File: config.mk
export PLATFORM = sky130hd
export DESIGN_NAME = rpi_serial_port
export DESIGN_NICKNAME = d
export VERILOG_FILES = /design/src/rtl/rpi_serial_port_pkg.sv /design/src/rtl/rpi_serial_port_sync_edge.sv /design/src/rtl/rpi_serial_port.sv
export SDC_FILE = /design/constraint.sdc
export NUM_CORES = 1
export LEC_CHECK = 0
export ABC_AREA = 1
export CAP_MARGIN = 20
export CORE_MARGIN = 2
export CORE_UTILIZATION = 25
export CTS_CLUSTER_DIAMETER = 60
export DETAILED_ROUTE_END_ITERATION = 10
export DONT_BUFFER_PORTS = 1
export GPL_TIMING_DRIVEN = 0
export PLACE_DENSITY = 0.42
export SLEW_MARGIN = 20
export SYNTH_ARGS = -nofsm -noshare
export SYNTH_HDL_FRONTEND = slang
export SYNTH_HIERARCHICAL = 1
export SYNTH_SLANG_ARGS = --single-unit
export TNS_END_PERCENT = 20
File: constraint.sdc
create_clock -name clk -period 4.22 [get_ports clk]
set_input_delay 0.633 -clock clk [delete_from_list [all_inputs] [get_ports clk]]
set_output_delay 0.633 -clock clk [all_outputs]
set_load 0.005 [all_outputs]
File: src/rtl/rpi_serial_port_pkg.sv
// Shared definitions for the RPi-side serial engine: register select codes
// and FSM state encodings.
package rpi_serial_port_pkg;

  // Register select codes driven by the RPi on regsel.
  localparam logic [1:0] REGSEL_RD = 2'b00;
  localparam logic [1:0] REGSEL_RC = 2'b01;
  localparam logic [1:0] REGSEL_TD = 2'b10;
  localparam logic [1:0] REGSEL_TC = 2'b11;

  // Frame engine states.
  typedef enum logic [1:0] {
    ST_IDLE     = 2'd0,
    ST_WR_SHIFT = 2'd1,
    ST_RD_SHIFT = 2'd2,
    ST_COMMIT   = 2'd3
  } state_e;

endpackage

File: src/rtl/rpi_serial_port_sync_edge.sv
// Multi-flop synchronizer for one asynchronous level, followed by a single
// extra flop that turns the synchronized level into a one-clock rising pulse.
module sync_edge #(
  parameter int SYNC_STAGES = 2
) (
  input  logic clk,
  input  logic async_in,
  output logic rise
);

  logic [SYNC_STAGES-1:0] sync_q;
  logic [SYNC_STAGES-1:0] sync_d;
  logic                   prev_q;
  logic                   prev_d;

  // Shift the raw input through the synchronizer chain and track the last synced level.
  always_comb begin
    sync_d = {sync_q[SYNC_STAGES-2:0], async_in};
    prev_d = sync_q[SYNC_STAGES-1];
  end

  // Synchronizer flops carry no reset so a level held across reset never fakes an edge.
  always_ff @(posedge clk) begin
    sync_q <= sync_d;
    prev_q <= prev_d;
  end

  assign rise = sync_q[SYNC_STAGES-1] & ~prev_q;

endmodule

File: src/rtl/rpi_serial_port.sv
// RPi-side serial engine for the TIPI register file. Oversamples the RPi's
// bit-banged bus with the board clock, assembles RD/RC bytes written by the
// RPi and shifts TD/TC snapshots back out, MSB first.
module rpi_serial_port
  import rpi_serial_port_pkg::*;
#(
  parameter int SYNC_STAGES = 2,
  parameter int WIDTH       = 8
) (
  input  logic             clk,
  input  logic             rst_n,
  input  logic             rpi_sclk,
  input  logic             rpi_sle,
  input  logic [1:0]       rpi_regsel,
  input  logic             rpi_sdata_in,
  output logic             rpi_sdata_out,
  input  logic [WIDTH-1:0] td_in,
  input  logic [WIDTH-1:0] tc_in,
  output logic [WIDTH-1:0] rd_out,
  output logic [WIDTH-1:0] rc_out,
  output logic             rd_wr,
  output logic             rc_wr,
  output logic             frame_err,
  input  logic             err_clr
);

  localparam int CNT_W = $clog2(WIDTH + 1);
  localparam logic [CNT_W-1:0] CNT_FULL = CNT_W'(WIDTH);
  localparam logic [CNT_W-1:0] CNT_LAST = CNT_W'(WIDTH - 1);
  localparam logic [CNT_W-1:0] CNT_ONE  = CNT_W'(1);

  logic sclk_rise;
  logic sle_rise;

  sync_edge #(.SYNC_STAGES(SYNC_STAGES)) u_sclk_edge (
    .clk      (clk),
    .async_in (rpi_sclk),
    .rise     (sclk_rise)
  );

  sync_edge #(.SYNC_STAGES(SYNC_STAGES)) u_sle_edge (
    .clk      (clk),
    .async_in (rpi_sle),
    .rise     (sle_rise)
  );

  // regsel and sdata go through a chain of the same depth as the edge
  // detectors, so a sampled bit lines up with the edge that qualifies it.
  logic [SYNC_STAGES-1:0][2:0] dsync_q;
  logic [SYNC_STAGES-1:0][2:0] dsync_d;
  logic [1:0]                  regsel_s;
  logic                        sdata_s;

  // Advance the regsel/sdata synchronizer chain.
  always_comb begin
    dsync_d[0] = {rpi_regsel, rpi_sdata_in};
    for (int i = 1; i < SYNC_STAGES; i++) begin
      dsync_d[i] = dsync_q[i-1];
    end
  end

  // Data synchronizer flops, unreset for the same reason as the edge chains.
  always_ff @(posedge clk) begin
    dsync_q <= dsync_d;
  end

  assign regsel_s = dsync_q[SYNC_STAGES-1][2:1];
  assign sdata_s  = dsync_q[SYNC_STAGES-1][0];

  // Both edges in one clock: sle is honoured, the sclk edge is lost and flagged.
  logic both_rise;
  assign both_rise = sle_rise & sclk_rise;

  state_e state_q;
  state_e state_d;

  logic [CNT_W-1:0] cnt_q,       cnt_d;
  logic [WIDTH-1:0] sh_q,        sh_d;
  logic [1:0]       sel_q,       sel_d;
  logic [WIDTH-1:0] rd_out_q,    rd_out_d;
  logic [WIDTH-1:0] rc_out_q,    rc_out_d;
  logic             rd_wr_q,     rd_wr_d;
  logic             rc_wr_q,     rc_wr_d;
  logic             sdo_q,       sdo_d;
  logic             frame_err_q, frame_err_d;
  logic             err_set;

  // State register.
  always_ff @(posedge clk) begin
    if (!rst_n) state_q <= ST_IDLE;
    else        state_q <= state_d;
  end

  // Next-state decode from synchronized edges and the locked register select.
  always_comb begin
    state_d = state_q;
    unique case (state_q)
      ST_IDLE: begin
        if (sle_rise) begin
          if (regsel_s[1]) state_d = ST_RD_SHIFT;
        end else if (sclk_rise && !regsel_s[1]) begin
          state_d = ST_WR_SHIFT;
        end
      end
      ST_WR_SHIFT: begin
        if (regsel_s != sel_q) begin
          state_d = ST_IDLE;
        end else if (sle_rise) begin
          state_d = (cnt_q == CNT_FULL) ? ST_COMMIT : ST_IDLE;
        end
      end
      ST_RD_SHIFT: begin
        if (!sle_rise && sclk_rise && cnt_q == CNT_LAST) state_d = ST_IDLE;
      end
      ST_COMMIT: state_d = ST_IDLE;
      default:   state_d = ST_IDLE;
    endcase
  end

  // Datapath and output decode: shifting, snapshots, commits and error flagging.
  always_comb begin
    cnt_d    = cnt_q;
    sh_d     = sh_q;
    sel_d    = sel_q;
    rd_out_d = rd_out_q;
    rc_out_d = rc_out_q;
    rd_wr_d  = 1'b0;
    rc_wr_d  = 1'b0;
    sdo_d    = sdo_q;
    err_set  = 1'b0;
    unique case (state_q)
      ST_IDLE: begin
        if (sle_rise) begin
          err_set = both_rise;
          if (regsel_s[1]) begin
            sh_d  = regsel_s[0] ? tc_in : td_in;
            sdo_d = regsel_s[0] ? tc_in[WIDTH-1] : td_in[WIDTH-1];
            cnt_d = '0;
            sel_d = regsel_s;
          end else begin
            err_set = 1'b1;
          end
        end else if (sclk_rise && !regsel_s[1]) begin
          sh_d  = {sh_q[WIDTH-2:0], sdata_s};
          cnt_d = CNT_ONE;
          sel_d = regsel_s;
        end
      end
      ST_WR_SHIFT: begin
        if (regsel_s != sel_q) begin
          err_set = 1'b1;
          cnt_d   = '0;
        end else if (sle_rise) begin
          err_set = both_rise;
          if (cnt_q != CNT_FULL) begin
            err_set = 1'b1;
            cnt_d   = '0;
          end
        end else if (sclk_rise) begin
          if (cnt_q < CNT_FULL) begin
            sh_d  = {sh_q[WIDTH-2:0], sdata_s};
            cnt_d = cnt_q + CNT_ONE;
          end else begin
            err_set = 1'b1;
          end
        end
      end
      ST_COMMIT: begin
        if (sel_q == REGSEL_RD) begin
          rd_out_d = sh_q;
          rd_wr_d  = 1'b1;
        end else begin
          rc_out_d = sh_q;
          rc_wr_d  = 1'b1;
        end
        cnt_d = '0;
      end
      ST_RD_SHIFT: begin
        if (sle_rise) begin
          // Restart: fresh snapshot of the same latch, TI writes since are picked up.
          err_set = both_rise;
          sh_d    = sel_q[0] ? tc_in : td_in;
          sdo_d   = sel_q[0] ? tc_in[WIDTH-1] : td_in[WIDTH-1];
          cnt_d   = '0;
        end else if (sclk_rise) begin
          if (cnt_q == CNT_LAST) begin
            cnt_d = '0;
            sdo_d = 1'b0;
          end else begin
            // Shift the snapshot up so the next bit is always presented from the top.
            cnt_d = cnt_q + CNT_ONE;
            sh_d  = {sh_q[WIDTH-2:0], 1'b0};
            sdo_d = sh_q[WIDTH-2];
          end
        end
      end
      default: cnt_d = '0;
    endcase
    frame_err_d = err_clr ? 1'b0 : (frame_err_q | err_set);
  end

  // Datapath and output registers.
  always_ff @(posedge clk) begin
    if (!rst_n) begin
      cnt_q       <= '0;
      sh_q        <= '0;
      sel_q       <= REGSEL_RD;
      rd_out_q    <= '0;
      rc_out_q    <= '0;
      rd_wr_q     <= 1'b0;
      rc_wr_q     <= 1'b0;
      sdo_q       <= 1'b0;
      frame_err_q <= 1'b0;
    end else begin
      cnt_q       <= cnt_d;
      sh_q        <= sh_d;
      sel_q       <= sel_d;
      rd_out_q    <= rd_out_d;
      rc_out_q    <= rc_out_d;
      rd_wr_q     <= rd_wr_d;
      rc_wr_q     <= rc_wr_d;
      sdo_q       <= sdo_d;
      frame_err_q <= frame_err_d;
    end
  end

  assign rpi_sdata_out = sdo_q;
  assign rd_out        = rd_out_q;
  assign rc_out        = rc_out_q;
  assign rd_wr         = rd_wr_q;
  assign rc_wr         = rc_wr_q;
  assign frame_err     = frame_err_q;

endmodule
==> flow_summary.ini, run 1 <==
[global_routing]
grt_overflow = 0
antenna_found_initial = 0
grt_pass1_vias = 2097
grt_pass1_wl_um = 10700
grt_start_max_net_pins = 16
globalRouteTotalUtil_pct = 13.1

[logic_synthesis]
synth-seq-cells = 48
synth_nets = 391
synth_edf_count = 0
synth.yosys.seq_area_share_pct = 40.1
synth_compound_area_share_pct = 15.0
synth.avg_cell_area_sq_um = 6.64
synthAdderAreaFrac_pct = 3.13
syn-cell-area_sq_um = 2400
synth_top_cell_by_area = dfxtp_1
synth_top_area_share_pct = 40.1
synth.area.mux_share_pct = 0
synth_xor_area_share_pct = 0
synthArstFlopShare_pct = 0
ys_warn_count = 6
synth_top_family_by_area = simple AND/OR/NAND/NOR gates
synth_simple_gate_area_share_pct = 31.3
synthMostInstantiatedCell = nand2_1
synth_area_leaders = dfxtp_1 (40%), nand2_1 (14%), nor2_1 (7.4%)
ys.flop_type = dfxtp_1
syn_inst = 361
synth_common_cells = nand2_1 (91), dfxtp_1 (48), nor2_1 (47)
ys_types = 29

[detailed_routing]
vias = 2196
first_pass_iters = 4
drc = 0
drt_iter0_markers = 134
ant_nets = 0
wl_per_cell_um = 13.1
wl_um = 6500
avgViaCountPerCell = 4.41

[worst_setup_path]
crit_path_end_kind = register
crit_type = reg2reg
path_buf_inv = 3
cp_slowest_cell = dfxtp_1
cp_max_fo = 10
required_ns = 4.41
max_stage_delay_ns = 0.37
rr_endpoint = sh_q[2]
path_cells = inv_1, ha_1, nand2_1, inv_1, nand2_1, nand3_2, nor2_2, nand2_4, clkinv_4, nand2_1, nand2_1, nor2_1
cp-startpoint = state_q[0]
reg2reg_slack_ns = 2.39
r2r_start = state_q[0]
cp-start-kind = register
path_common_cell = nand2_1
worstPathArrival_ns = 2.02
cpLargestDelayFamily = simple AND/OR/NAND/NOR gates
rr_worst_depth = 12

[timing]
post-route-period-util_pct = 43.4
whs_ns = 0.332
fin_crit_ns = 1.83
timing.fmax_ghz = 0.546
drv_slew = 0
clock_skew_ns = 0.00871
worst_slew_pin_slew_ns = 0.478
grt_setup_unrepaired = false
setup_tns_ns = 0
setup_viol = 0
hold_viol = 0
relSlewSlack_pct = 68.1

[final_layout]
num_antenna_cells = 0
fin_nets = 398
drive_gt1_share_pct = 9.49
area_delta_synth_final_pct = 11.8

[power]
intPower_uw = 933
power.leakage_nw = 1.24
switchingPower_uw = 660
p_comb_share_pct = 40.8
clkPwrFrac_pct = 22.2
p_per_area_nw_per_um2 = 595
ir_worst_vdd_v = 0.000188
swShare_pct = 41.4
pwr-share-seq_pct = 36.9

[clock_network]
cts_max_level = 2
cts.sinks = 48
cts_setup_buffers = 0
cts_hold_buf = 0
clkSlewWorstSetupHoldPaths_ns = 0.09
ctsResizeCount = 0
cts-buffers-inserted = 5
clock_latency_ns = 0.30
clock_tree.buffer_depth = 2
root_buffer = clkbuf_8
cts_tree = yes

[floorplan]
die_w_um = 102
die_area_sq_um = 10400
num_io_pins = 44
start_util_pct = 25.8
core.rowCount = 35
coreArea_sq_um = 9280
die_h_um = 102

[place]
gp_congestion = 0.857
portBuffers = 0
hpwl_um = 4930

[min_path]
hp-start = u_sle_edge/sync_q[0]
whs_path_depth = 0
min_to = u_sle_edge/sync_q[1]
hold_class = reg2reg

[status]
status = completed

[job]
cap_viol_max_count = 0
worst reg2reg max path, stage by stage (launching register included):
cell      delay (ns)
dfxtp_1         0.37
inv_1           0.09
ha_1            0.29
nand2_1         0.15
inv_1           0.07
nand2_1         0.10
nand3_2         0.10
nor2_2          0.18
nand2_4         0.11
clkinv_4        0.10
nand2_1         0.06
nand2_1         0.06
nor2_1          0.04
metal layers:
| layer | global-route usage (%) | wire, um |
|---|---|---|
| met3 | 3.08 | 343 |
| met5 | 0 | 0 |
| met4 | 2.46 | 31 |
| met2 | 19.1 | 2620 |
| met1 | 19.9 | 3510 |
through the flow:
step                std cells  power, mW  setup slack [ns]  utilization (%)  cell area [sq um]
CTS                       498       1.61              2.37             28.9               2680
global placement          490       1.25              2.37             27.5               2560
detailed placement        490       1.25              2.40             27.5               2560
global route              498       1.75              2.13             28.9               2680
finish                    498       1.59              2.39             28.9               2680
floorplan                 361       1.08              2.68                -               2400
layout by cell type (no fill, tap or decap), types with 2 or more instances in the layout:
cell,instances
a21oi_1,33
nand2_2,2
inv_2,4
nor2_1,47
nand3_1,23
buf_4,2
ha_1,6
dfxtp_1,48
o21ai_0,31
nand3_2,2
clkinv_4,2
nor3_1,2
nand2_1,91
buf_2,6
nor2_2,4
inv_1,45
o211ai_1,2
clkbuf_8,6
final cells by class:
type                            instances  area (sq um)
Buffer                                 10          53.8
Clock buffer                            6          82.6
Clock inverter                          2          38.8
Fill cell                            1065          6610
Inverter                               51           196
Multi-Input combinational cell        252          1180
Sequential cell                        48           961
Tap cell                              129           161
kinds of logic after synthesis:
kind of cell / Yosys count
buf+inv: 61
fa+ha+maj: 6
compound gates: 69
flops: 48
simple gates: 177
flip-flops by register name, indices dropped and copies added, names as in the netlist:
name,count
dsync_d,3
rc_wr,1
rd_out,8
u_sle_edge/prev_q,1
frame_err,1
state_q,2
rc_out,8
u_sclk_edge/prev_q,1
rd_wr,1
sel_q,2
cnt_q,4
u_sle_edge/sync_q,2
dsync_q,3
rpi_sdata_out,1
sh_q,8
u_sclk_edge/sync_q,2
worst max path at each step:
| stage | cells after the start | end |
|---|---|---|
| after CTS | 12 | sh_q[3] |
| final | 12 | sh_q[2] |
| after detailed placement | 11 | cnt_q[1] |
| after global placement | 11 | cnt_q[1] |
| after global routing | 11 | cnt_q[2] |
| after floorplan | 12 | sh_q[1] |
power groups by stage:
stage / sequential, mW / combinational, mW / clock [mW]
detailed placement: 0.600 / 0.650 / 0
CTS: 0.590 / 0.652 / 0.368
floorplan: 0.578 / 0.507 / 0
finish: 0.589 / 0.651 / 0.354
global route: 0.601 / 0.763 / 0.384
global placement: 0.599 / 0.649 / 0
(Power assumes the default switching activity.)
==> inputs of run 2 (changes only) <==
--- a/config.mk
+++ b/config.mk
@@ -13,7 +13,7 @@
 export DETAILED_ROUTE_END_ITERATION = 10
 export DONT_BUFFER_PORTS = 1
 export GPL_TIMING_DRIVEN = 0
-export PLACE_DENSITY = 0.42
+export PLACE_DENSITY = 0.44
 export SLEW_MARGIN = 20
 export SYNTH_ARGS = -nofsm -noshare
 export SYNTH_HDL_FRONTEND = slang
==> constraint.sdc (replaced) <==
create_clock -name clk -period 1.65 [get_ports clk]
set_input_delay 0.2475 -clock clk [delete_from_list [all_inputs] [get_ports clk]]
set_output_delay 0.2475 -clock clk [all_outputs]
set_load 0.005 [all_outputs]
==> run 2 against run 1 <==
Effect of this change: non-clock buffer count grew 12; die area stayed put; clock power rose to 3.0 times the previous value; critical path depth shrank 3; hold slack got worse by 0.24 ns; largest cell class unchanged.
==> flow_summary.ini, run 2 (synthesis results as in run 1) <==
[timing]
fin_ws_ns = 0.0621
timing.fmax_ghz = 0.630
drv_slew = 0
relSlewSlack_pct = 73.4
whs_ns = 0.0890
grt_setup_unrepaired = true
setup_viol = 0
post-route-period-util_pct = 96.2
hold_viol = 0
setup_tns_ns = 0
clock_skew_ns = 0.00674
fin_crit_ns = 1.59
worst_slew_pin_slew_ns = 0.396

[floorplan]
start_util_pct = 25.8
die_h_um = 102
die_area_sq_um = 10400
core.rowCount = 35
num_io_pins = 44
die_w_um = 102
coreArea_sq_um = 9280

[final_layout]
multi_input_area_sq_um = 1280
fin_util_pct = 31.5
final_cell_mix = nand2_1 (87), dfxtp_1 (44), nor2_1 (43), inv_1 (39), a21oi_1 (31)
layout_commonest_cell = nand2_1
ff_latch_area_sq_um = 966
drive_gt1_share_pct = 17.8
stdcell_count = 511
fillers = 1051
num_antenna_cells = 0
area_delta_synth_final_pct = 22.2
fin_nets = 411

[place]
hpwl_um = 4870
dp_cells = 490
portBuffers = 0
place_ws_ns = -0.157
gp_congestion = 0.867

[min_path]
hold_class = in2reg
min_to = frame_err
hp-start = err_clr
whs_path_depth = 2

[worst_setup_path]
rr_endpoint = sh_q[3]
rr_worst_depth = 9
cp-start-kind = register
worstPathArrival_ns = 1.79
cp_max_fo = 8
crit_path_end_kind = register
crit_type = reg2reg
r2r_start = state_q[0]
reg2reg_slack_ns = 0.06
required_ns = 1.85

[global_routing]
antenna_found_initial = 0
grt_start_max_net_pins = 17
grt_overflow = 0
grt_pass1_vias = 2132
grt_pass1_wl_um = 10800
globalRouteTotalUtil_pct = 13.2

[clock_network]
cts.sinks = 48
clock_tree.buffer_depth = 2
cts-buffers-inserted = 5
clkSlewWorstSetupHoldPaths_ns = 0.10
clock_latency_ns = 0.31
cts_max_level = 2
root_buffer = clkbuf_8
cts_tree = yes

[power]
p_per_area_nw_per_um2 = 1590
power.leakage_nw = 1.32
ir_worst_vdd_v = 0.000445

[detailed_routing]
avgViaCountPerCell = 4.38
wl_um = 6650
ant_nets = 0
vias = 2237
drc = 0
drt_iter0_markers = 108
first_pass_iters = 4
wl_per_cell_um = 13.0

[job]
cap_viol_max_count = 0

[status]
status = completed
[run 2: how the worst max path moves through the flow]
stage                           from         end  slack, ns
after floorplan           state_q[0]     sh_q[1]       0.11
after global placement    state_q[0]    cnt_q[1]      -0.17
after detailed placement  state_q[0]    cnt_q[1]      -0.16
after CTS                 state_q[1]     sh_q[3]      0.009
after global routing        cnt_q[1]  state_q[1]      -0.08
final                     state_q[0]     sh_q[3]       0.06
[run 2: worst max-delay path, cell delays in order (launching register included)]
cell and delay [ns]:
dfxtp_2 0.36, inv_2 0.07, ha_4 0.33, clkinvlp_4 0.20, nand3_1 0.15, a21oi_2 0.08, a21oi_1 0.13, nand2_1 0.07
nand2_1 0.06, nor2_1 0.03
[run 2: power by group]
part	switching, mW	total (mW)	internal (mW)
Clock	0.437	1.05	0.611
Sequential	0.150	1.51	1.36
Combinational	1.30	2.09	0.791
[run 2: routing by layer]
layer	global-route usage, %	vias up	share of wire (%)
li1	-	1171	-
met1	19.4	1008	51
met2	19.0	52	41
met3	3.35	6	6.7
met4	4.21	0	1.1
met5	0	-	0
[run 2: stage by stage]
step,instance area [sq um],total power [mW]
final,2930,4.65
after global routing,2930,5.01
after CTS,2790,4.40
after detailed placement,2560,3.19
after global placement,2560,3.19
after floorplan,2400,2.77
[run 2: timing repair]
| action | 4_1_cts | 5_1_grt |
|---|---|---|
| endpoints found under the hold margin | 5 | 0 |
| pin swaps | 1 | 7 |
| cloned | 0 | 1 |
| hold buffers | 5 | 0 |
| gates resized for setup | 11 | 32 |
| endpoints found under the setup margin | 14 | 17 |
| setup buffers | 2 | 5 |
[run 2: area by class of cell]
| type | count | share of cell area, % |
|---|---|---|
| multi-input cells | 252 | 43.8 |
| repair inverters | 1 | 0.214 |
| repair buffers | 12 | 3.50 |
| inverters | 51 | 7.01 |
| well taps | 129 | 5.51 |
| clock buffers | 5 | 2.35 |
| flip-flops and latches | 48 | 33.0 |
| plain buffers | 10 | 2.22 |
| clock inverters | 3 | 2.35 |
==> inputs of run 3 (changes only) <==
--- a/config.mk
+++ b/config.mk
@@ -8,12 +8,11 @@
 export ABC_AREA = 1
 export CAP_MARGIN = 20
 export CORE_MARGIN = 2
-export CORE_UTILIZATION = 25
+export CORE_UTILIZATION = 35
 export CTS_CLUSTER_DIAMETER = 60
 export DETAILED_ROUTE_END_ITERATION = 10
 export DONT_BUFFER_PORTS = 1
-export GPL_TIMING_DRIVEN = 0
-export PLACE_DENSITY = 0.44
+export PLACE_DENSITY = 0.55
 export SLEW_MARGIN = 20
 export SYNTH_ARGS = -nofsm -noshare
 export SYNTH_HDL_FRONTEND = slang
==> run 3 against run 2 <==
Effect of this change: power grew 0.40%; register-to-register slack better by 0.02 ns; sequential power about the same; clock skew is 0.0084 ns higher.
==> flow_summary.ini, run 3 (synthesis results as in run 1) <==
[global_routing]
antenna_found_initial = 0
grt_overflow = 0
grt_pass1_vias = 2150
globalRouteTotalUtil_pct = 17.0
grt_start_max_net_pins = 28
grt_pass1_wl_um = 10200

[power]
power.leakage_nw = 1.34
clkPwrFrac_pct = 22.4
swShare_pct = 39.6
ir_worst_vdd_v = 0.000759
p_comb_share_pct = 45.1
p_per_area_nw_per_um2 = 1610
pwr-share-seq_pct = 32.5
switchingPower_mw = 1.85
intPower_mw = 2.82

[floorplan]
die_h_um = 86.7
coreArea_sq_um = 6720
start_util_pct = 35.7
num_io_pins = 44
die_area_sq_um = 7520
core.rowCount = 30
die_w_um = 86.7

[min_path]
hp-start = rst_n
hold_class = in2reg

[detailed_routing]
first_pass_iters = 4
wl_um = 6260
ant_nets = 0
drc = 0
avgViaCountPerCell = 4.86
vias = 2270
wl_per_cell_um = 13.4
drt_iter0_markers = 109

[clock_network]
cts_setup_buffers = 0
clock_latency_ns = 0.31
cts-buffers-inserted = 5
root_buffer = clkbuf_8
cts.sinks = 48
clock_tree.buffer_depth = 2
cts_tree = yes
clkSlewWorstSetupHoldPaths_ns = 0.11
cts_max_level = 2

[timing]
timing.fmax_ghz = 0.636
fin_crit_ns = 1.57
post-route-period-util_pct = 95.3
setup_viol = 0
hold_viol = 0
grt_setup_unrepaired = true
worst_slew_pin_slew_ns = 0.373
clock_skew_ns = 0.0152
drv_slew = 0
relSlewSlack_pct = 75.0

[final_layout]
fin_util_pct = 43.1
fillers = 685
fin_area_sq_um = 2900
area_delta_synth_final_pct = 21.0
final_cell_mix = nand2_1 (90), dfxtp_1 (45), nor2_1 (43), inv_1 (39), a21oi_1 (33)
num_antenna_cells = 0
drive_gt1_share_pct = 17.3
layout_commonest_cell = nand2_1
fin_nets = 416

[worst_setup_path]
path_buf_inv = 3
cp_max_fo = 7
crit_path_end_kind = register
worstPathArrival_ns = 1.77
required_ns = 1.84
path_common_cell = nand2_1
cp-start-kind = register
path_cells = inv_2, ha_4, nand2_1, inv_1, nand2_2, nand3_4, nor2_4, nand2_4, inv_8, nand2_1, nand2_1, nor2_1
r2r_start = state_q[1]
cp_slowest_cell = dfxtp_4
crit_type = reg2reg
max_stage_delay_ns = 0.38
cpLargestDelayFamily = simple AND/OR/NAND/NOR gates
cp-startpoint = state_q[1]

[status]
status = completed

[place]
hpwl_um = 4610
place_area_sq_um = 2610
gp_congestion = 0.852
portBuffers = 0

[job]
cap_viol_max_count = 0
==> run 3: cell count changes in the layout (fill, tap and decap cells not counted), moves of 3 or more <==
cell	previous run	this run
buf_2	5	0
buf_4	8	21
nand2_1	87	90
nand2_2	6	3
==> run 3: worst reg2reg max path, delay by kind of cell (launching register included) <==
kind / cells / cell delay [ns]
AND/OR/NAND/NOR: 8 / 0.69
flip-flops: 1 / 0.38
buffers and inverters: 3 / 0.23
adder cells (fa/ha/maj): 1 / 0.17
==> run 3: power groups by stage <==
stage | Sequential [mW] | Combinational, mW | Clock, mW
floorplan | 1.48 | 1.30 | 0
global placement | 1.52 | 1.83 | 0
detailed placement | 1.52 | 1.84 | 0
CTS | 1.50 | 1.88 | 1.07
global route | 1.54 | 2.37 | 1.12
finish | 1.51 | 2.10 | 1.05
==> run 3: per-layer routing <==
metal,GRT usage [%],up-vias,wire (um)
li1,-,1184,-
met1,24.4,1009,3050
met2,25.6,65,2720
met3,4.00,12,395
met4,4.69,0,95
met5,0,-,0
==> run 3: layout make-up <==
cell class	instances	area, sq um	area share (%)
tap	80	100	3.45
sequential	48	967	33.4
timing repair buffer	27	219	7.55
clock buffer	5	68.8	2.37
inverter	51	203	6.99
multi-input combinational	252	1270	43.7
timing repair inverter	1	6.26	0.216
clock inverter	3	68.8	2.37
==> run 3: worst paths after layout <==
| check | endpoint | slack [ns] | cells past startpoint |
|---|---|---|---|
| max | sh_q[1] | 0.08 | 12 |
| max reg2reg | sh_q[1] | 0.08 | 12 |
| min reg2reg | dsync_q[3] | 0.34 | 0 |
| min | sh_q[5] | 0.05 | 2 |
==> run 3: stage by stage <==
| step | instances | setup WS [ns] | power (mW) | hold WS [ns] | setup TNS (ns) |
|---|---|---|---|---|---|
| floorplan | 361 | 0.111 | 2.77 | 0.275 | 0 |
| global placement | 453 | -0.0188 | 3.35 | 0.275 | -0.0380 |
| detailed placement | 453 | -0.0434 | 3.37 | 0.275 | -0.154 |
| finish | 467 | 0.0772 | 4.67 | 0.0540 | 0 |
| global route | 467 | -0.0238 | 5.02 | 0.0507 | -0.0582 |
| CTS | 466 | 0.0230 | 4.46 | 0.0433 | 0 |
==> run 3: repair_timing <==
item / 4_1_cts / 5_1_grt
gates resized for setup: 3 / 28
pin swaps: 0 / 3
endpoints found under the setup margin: 7 / 17
endpoints found under the hold margin: 5 / 0
hold buffers: 5 / 0
cloned: 0 / 1
